**src/rtl/piso_tx_pkg.sv**
```systemverilog
// Shared types, widths and defaults for the round-robin PISO transmit scheduler.
// PISO_PARITY_EN appends an even-parity bit to every frame.
package piso_tx_pkg;

    typedef enum logic [1:0] {
        ST_IDLE  = 2'd0,
        ST_SHIFT = 2'd1,
        ST_GAP   = 2'd2
    } state_t;

    localparam int DEF_NUM_REQ    = 4;
    localparam int DEF_DATA_W     = 4;
    localparam int DEF_GAP_CYCLES = 1;
    localparam int GAP_CNT_W      = 4;

`ifdef PISO_PARITY_EN
    localparam int PARITY_BITS = 1;
`else
    localparam int PARITY_BITS = 0;
`endif

    function automatic int id_width(input int n);
        return (n > 1) ? $clog2(n) : 1;
    endfunction

    function automatic int cnt_width(input int data_w);
        return $clog2(data_w + 2);
    endfunction

endpackage

```
**src/rtl/piso_tx_scheduler_rr_arbiter.sv**
```systemverilog
// Combinational round-robin arbiter: first requester at or above the pointer, with wrap.
module rr_arbiter
    import piso_tx_pkg::*;
#(
    parameter  int NUM_REQ = DEF_NUM_REQ,
    localparam int ID_W    = id_width(NUM_REQ)
) (
    input  logic [NUM_REQ-1:0] req,
    input  logic [ID_W-1:0]    ptr,
    input  logic               enable,
    output logic [NUM_REQ-1:0] grant,
    output logic [ID_W-1:0]    grant_idx
);

    logic            found;
    logic [ID_W-1:0] cand;

    // NOTE: every output gets a default first so no path leaves it unassigned (no latch).
    always_comb begin
        grant     = '0;
        grant_idx = '0;
        found     = 1'b0;
        cand      = '0;
        if (enable) begin
            for (int k = 0; k < NUM_REQ; k++) begin
                cand = ID_W'((int'(ptr) + k) % NUM_REQ);
                if (!found && req[cand]) begin
                    found       = 1'b1;
                    grant[cand] = 1'b1;
                    grant_idx   = cand;
                end
            end
        end
    end

endmodule

```
**src/rtl/piso_tx_scheduler.sv**
```systemverilog
// Shares one LSB-first serializer among NUM_REQ requesters with round-robin grants
// and an inter-frame gap. Optional feature macro: PISO_PARITY_EN (even parity bit).
module piso_tx_scheduler
    import piso_tx_pkg::*;
#(
    parameter  int NUM_REQ    = DEF_NUM_REQ,
    parameter  int DATA_W     = DEF_DATA_W,
    parameter  int GAP_CYCLES = DEF_GAP_CYCLES,
    localparam int ID_W       = id_width(NUM_REQ)
) (
    input  logic                      clk,
    input  logic                      rst_n,
    input  logic [NUM_REQ-1:0]        req_valid,
    input  logic [NUM_REQ*DATA_W-1:0] req_data,
    output logic [NUM_REQ-1:0]        req_ready,
    output logic                      serial_out,
    output logic                      serial_valid,
    output logic                      frame_start,
    output logic [ID_W-1:0]           grant_id,
    output logic                      busy,
    output logic                      done
);

    localparam int CNT_W      = cnt_width(DATA_W);
    localparam int FRAME_BITS = DATA_W + PARITY_BITS;

    localparam logic [CNT_W-1:0]     CNT_LAST = CNT_W'(FRAME_BITS);
    localparam logic [CNT_W-1:0]     CNT_PEN  = CNT_W'(FRAME_BITS - 1);
    localparam logic [GAP_CNT_W-1:0] GAP_LAST =
        (GAP_CYCLES > 0) ? GAP_CNT_W'(GAP_CYCLES - 1) : '0;

    state_t                 state_q, state_d;
    logic [ID_W-1:0]        ptr_q;
    logic [FRAME_BITS-1:0]  shift_q;
    logic [CNT_W-1:0]       bit_cnt_q;
    logic [GAP_CNT_W-1:0]   gap_cnt_q;

    logic                   arb_en;
    logic [NUM_REQ-1:0]     arb_grant;
    logic [ID_W-1:0]        arb_idx;
    logic                   accept;
    logic [DATA_W-1:0]      sel_word;
    logic [FRAME_BITS-1:0]  load_word;
    logic [ID_W-1:0]        next_ptr;

    rr_arbiter #(
        .NUM_REQ (NUM_REQ)
    ) u_arb (
        .req       (req_valid),
        .ptr       (ptr_q),
        .enable    (arb_en),
        .grant     (arb_grant),
        .grant_idx (arb_idx)
    );

    assign req_ready = arb_grant;
    assign accept    = |arb_grant;
    assign sel_word  = req_data[int'(arb_idx)*DATA_W +: DATA_W];
    assign next_ptr  = (arb_idx == ID_W'(NUM_REQ - 1)) ? '0 : arb_idx + ID_W'(1);

`ifdef PISO_PARITY_EN
    assign load_word = {^sel_word, sel_word};
`else
    assign load_word = sel_word;
`endif

    // NOTE: sequential state uses non-blocking assignments so all registers update together.
    always_ff @(posedge clk or negedge rst_n) begin
        if (!rst_n) state_q <= ST_IDLE;
        else        state_q <= state_d;
    end

    always_comb begin
        state_d = state_q;
        case (state_q)
            ST_IDLE:  if (accept) state_d = ST_SHIFT;
            ST_SHIFT: if (bit_cnt_q == CNT_LAST)
                          state_d = (GAP_CYCLES > 0) ? ST_GAP : ST_IDLE;
            ST_GAP:   if (gap_cnt_q == GAP_LAST) state_d = ST_IDLE;
            default:  state_d = ST_IDLE;
        endcase
    end

    always_comb begin
        arb_en       = 1'b0;
        busy         = 1'b0;
        serial_valid = 1'b0;
        case (state_q)
            ST_IDLE:  arb_en = 1'b1;
            ST_SHIFT: begin
                busy         = 1'b1;
                serial_valid = 1'b1;
            end
            ST_GAP:   busy = 1'b1;
            default:  arb_en = 1'b0;
        endcase
    end

    // Bit 0 is driven straight from the accepted word so it appears the cycle after the handshake.
    always_ff @(posedge clk or negedge rst_n) begin
        if (!rst_n) begin
            ptr_q       <= '0;
            grant_id    <= '0;
            shift_q     <= '0;
            bit_cnt_q   <= '0;
            gap_cnt_q   <= '0;
            serial_out  <= 1'b0;
            frame_start <= 1'b0;
            done        <= 1'b0;
        end else begin
            frame_start <= 1'b0;
            done        <= 1'b0;
            case (state_q)
                ST_IDLE: begin
                    if (accept) begin
                        shift_q     <= load_word >> 1;
                        serial_out  <= load_word[0];
                        bit_cnt_q   <= CNT_W'(1);
                        frame_start <= 1'b1;
                        grant_id    <= arb_idx;
                        ptr_q       <= next_ptr;
                    end
                end
                ST_SHIFT: begin
                    if (bit_cnt_q != CNT_LAST) begin
                        serial_out <= shift_q[0];
                        shift_q    <= shift_q >> 1;
                        bit_cnt_q  <= bit_cnt_q + CNT_W'(1);
                        done       <= (bit_cnt_q == CNT_PEN);
                    end else begin
                        serial_out <= 1'b0;
                        bit_cnt_q  <= '0;
                        gap_cnt_q  <= '0;
                    end
                end
                ST_GAP: gap_cnt_q <= gap_cnt_q + GAP_CNT_W'(1);
                default: serial_out <= 1'b0;
            endcase
        end
    end

endmodule

```
**config.mk**
```make
export PLATFORM = sky130hd
export DESIGN_NAME = piso_tx_scheduler
export DESIGN_NICKNAME = d
export VERILOG_FILES = /design/src/rtl/piso_tx_pkg.sv /design/src/rtl/piso_tx_scheduler_rr_arbiter.sv /design/src/rtl/piso_tx_scheduler.sv
export SDC_FILE = /design/constraint.sdc
export NUM_CORES = 1
export LEC_CHECK = 0
export ABC_AREA = 1
export CORE_ASPECT_RATIO = 1.5
export CORE_MARGIN = 10
export CORE_UTILIZATION = 29
export DETAILED_ROUTE_END_ITERATION = 6
export PLACE_DENSITY_LB_ADDON = 0.25
export SETUP_SLACK_MARGIN = 0.1
export SYNTH_ARGS = -nofsm -noshare
export SYNTH_HDL_FRONTEND = slang
export SYNTH_SLANG_ARGS = --single-unit
```
**constraint.sdc**
```tcl
create_clock -name clk -period 4.71 [get_ports clk]
set_input_delay 0.942 -clock clk [delete_from_list [all_inputs] [get_ports clk]]
set_output_delay 0.942 -clock clk [all_outputs]
set_load 0.02 [all_outputs]
```
==> results.md <==
- In the routed design, unresolved DRC markers number 0.
- The share of total power in sequential cells is 0.176.
- The floorplan step set the die width to 81.6 um.
- The max-slew violation count was 0.
- The sequential cell area is 475 um^2.
- Clock-pin slew was measured on the worst setup and hold paths at ~0.07 ns.
- By startpoint and endpoint, the worst setup path is classified as reg -> out.
- After synthesis, the cell types taking the most area are dfrtp_1, nand2_1, ha_1.
- The synthesized design contains 0 enable-type register cells.
- The most used flip-flop cell after synthesis is dfrtp_1.
- The initial standard-cell utilization of the core is 0.301.
- The maximum number of pins on one net before global-route repair is 20.
- The largest driver fanout on the critical path is 11.
- The max capacitance violation total is 0.
- The synthesized netlist occupies a cell area of 1650 um^2.
- Data on the critical path arrives at its endpoint at 2.96 ns.
- The top-area cell type share of the netlist area is 0.288.
- The wire length after detailed routing is 4.20 mm.
- TritonCTS built the clock tree.
- For this run, asynchronously set or reset flops after synthesis account for 1.00.
- The global-route wire length before repair is 7.08 mm.
- The floorplan step defined a die boundary enclosing 9170 um^2.
- Counting the fill cells in the layout gives 582.
- The final layout contains 317 nets.
- The kind of end point of the critical path is an output port.
- The pre-antenna-repair detailed-routing pass consisted of 4 iterations.
- Global routing finished with a remaining overflow of 0.
- IR analysis of the VDD net gives a maximum drop of 0.311 mV.
- Between clock sinks in the finished design, the worst skew comes to 0.00413 ns.
- The number of antenna violations at the first check in global routing came to 0.
- The slew at the pin closest to its max-slew limit is 0.859 ns.
- The most used standard cell by instance count after synthesis is nand2_1.
- The biggest area contributor in the post-synthesis netlist is dfrtp_1.
- In this run the remaining antenna-violating nets after routing total 0.
- In this run the number of H-tree levels came out at 1.
- The smallest clock period supported by the final layout is computed as 3.91 ns.
- Of the total power, the share spent switching nets is 0.555.
- The mean routed wirelength per cell is 12.1 um.
- From synthesis to final layout, the design area changed by 27.1%.
- Of the total power, the clock network draws 0.071.
- Across all hold checks on the routed design, the worst slack comes to 0.484 ns.
- The required time of the critical path is 3.77 ns.
- The post-CTS setup buffer count is 0.
- Hold repair after CTS inserted 0 buffers.
- Counting every net in the synthesized netlist gives 281.
- The number of global-route vias before repair is 1548.
- For this design the ratio of total power to cell area is roughly 780 nW/um^2.
- The reported leakage power is 0.00112 uW.
- The combined area of the multi-input logic cells is 1010 um^2.
- In this run the worst hold path is classified as reg -> reg.
- The number of antenna cells inserted is 0.
- The number of hold-slack violations in the final timing report is 0.
- The aggregate global-route resource usage is 0.0921.
- The number of clock buffers added by TritonCTS is 3.
- The mean instance size in the synthesized netlist is 6.79 um^2.
- For this design the top-level I/O count stands at 33.
- The final core utilization is 0.382.
- By count the netlist is led by nand2_1, inv_1, nand3_1.
- The final weighted congestion in routability-driven placement is 0.793.
- Counting distinct cell types in the post-synthesis netlist gives 25.
- After clock tree synthesis, the repair step resized 0 gates.
- The post-route fraction of the period consumed by the critical path is 0.829.
- Of the cells placed in the final design, the portion with a size suffix greater than 1 is 0.0971.
- Measured against its own limit, the worst slew margin works out to 0.426.
- The number of input and output port buffers inserted is 32.
- Counting every sink on the clock net gives 19.
- Counting every instance in the synthesized netlist gives 243.
- Counting flops and latches in the post-synthesis netlist gives 19.
- The tree is rooted in a clkbuf_8.
- The via density per instance is 4.50.
- The flow ran to the end, and the final reports show no timing, DRC or antenna violations.
- From bottom edge to top edge, the die measures 112 um.
- The Yosys step of the flow raised 0 warnings.
- For the worst-skew pair, the clock arrives at the later sink with an insertion delay of 0.26 ns.
- The switching power is 908 uW.
- The overall via count from detail_route is 1565.
- Summed over all failing endpoints, the final setup total negative slack is 0 ns.
- In this run the core area contains 33 standard-cell rows.
- The core outline area is 5490 um^2.
- Setup violations remaining at the end of the flow were counted as 0.
- For this run, the register share of the synthesized area comes to 0.288.
- Setup repair after global routing left no endpoint under its margin.
- STA classifies the critical path startpoint as a flop.
- The internal power is between 700 and 800 uW.
- The number of buffers between clock root and the deepest sink is 2.
- The share of total power dissipated in combinational logic is 0.753.
- For this run, the top clock speed supported by timing is 0.256 GHz.
- Once detailed placement completed, the half-perimeter wirelength came to around 3.3 mm.
- In this run, the number of DRC markers left after iteration 0 of detailed routing was 81.
-- cells in the final DEF, fill, tap and decap left out --
master / count
o21a_1: 1
ha_1: 16
clkbuf_1: 1
nor2_2: 2
o211ai_1: 1
a21oi_2: 1
a31oi_1: 1
nor2_8: 1
nand4_1: 2
clkbuf_8: 3
nand2_4: 3
nor2_4: 1
inv_1: 38
a21oi_1: 6
nand2_1: 80
nor2_1: 6
o22ai_1: 2
o21ai_0: 7
o21ai_1: 5
a21boi_1: 3
nand3_1: 30
nand2_2: 9
nand3_2: 3
inv_2: 4
clkdlybuf4s50_1: 32
dfrtp_1: 19
nand3b_1: 1
-- state kept, by name (all words and copies together), names as in the netlist --
name         flops
state_q          2
serial_out       1
bit_cnt_q        3
done             1
ptr_q            2
shift_q          3
frame_start      1
gap_cnt_q        4
grant_id         2
-- per-layer routing --
metal  GRT usage  up-vias  part of all wire
met5           0        -                 0
met4      0.0171        0            0.0057
met3      0.0176        4             0.036
met2       0.167       17              0.53
met1       0.108      710              0.43
li1            -      834                 -
-- area by class of cell --
cell class,instances,share of cell area
repair buffers,32,0.153
clock buffers,4,0.0215
multi-input cells,181,0.482
flip-flops and latches,19,0.227
inverters,42,0.0751
well taps,70,0.0417
-- metrics by stage --
stage | instance area [um^2] | setup slack, ns | std cells | total power, uW
2_1_floorplan | 1650 | 1.90 | 243 | 1210
3_3_place_gp | 2050 | 0.810 | 344 | 1530
3_5_place_dp | 2050 | 0.820 | 344 | 1540
4_1_cts | 2100 | 0.785 | 348 | 1670
5_1_grt | 2100 | 0.580 | 348 | 1830
6_report | 2100 | 0.803 | 348 | 1640
-- power by group through the flow --
stage / Clock [uW] / Sequential [uW] / Combinational, uW
finish: 116 / 289 / 1230
global route: 127 / 299 / 1400
CTS: 119 / 289 / 1260
detailed placement: 0 / 293 / 1250
global placement: 0 / 292 / 1240
floorplan: 0 / 298 / 912
-- path summary, 6_finish.rpt --
path / depth (start not counted) / endpoint / slack (ns) / from
max in group asynchronous: 1 / ptr_q[0] / 3.01 / rst_n
min in group asynchronous: 1 / bit_cnt_q[1] / 1.17 / rst_n
min reg2reg: 2 / shift_q[2] / 0.48 / shift_q[2]
max: 12 / req_ready[1] / 0.80 / ptr_q[0]
min: 2 / shift_q[2] / 0.48 / shift_q[2]
max reg2reg: 17 / serial_out / 2.02 / ptr_q[0]
-- logic make-up after synthesis --
| kind of cell | synth area share |
|---|---|
| AO/OA/AOI/OAI | 0.0940 |
| AND/OR/NAND/NOR | 0.398 |
| adder cells (fa/ha/maj) | 0.121 |
| flip-flops | 0.288 |
| buffers and inverters | 0.0986 |
-- critical path: stages (launching register included) --
cell	delay, ns
dfrtp_1	0.56
inv_2	0.19
ha_1	0.39
inv_1	0.09
nand3_1	0.11
nand2_2	0.11
nand3_2	0.11
nor2_2	0.20
nand2_1	0.07
nand3_1	0.08
nand2_1	0.10
inv_1	0.09
clkdlybuf4s50_1	0.60
Note: power is estimated with default switching activity, not from simulation.
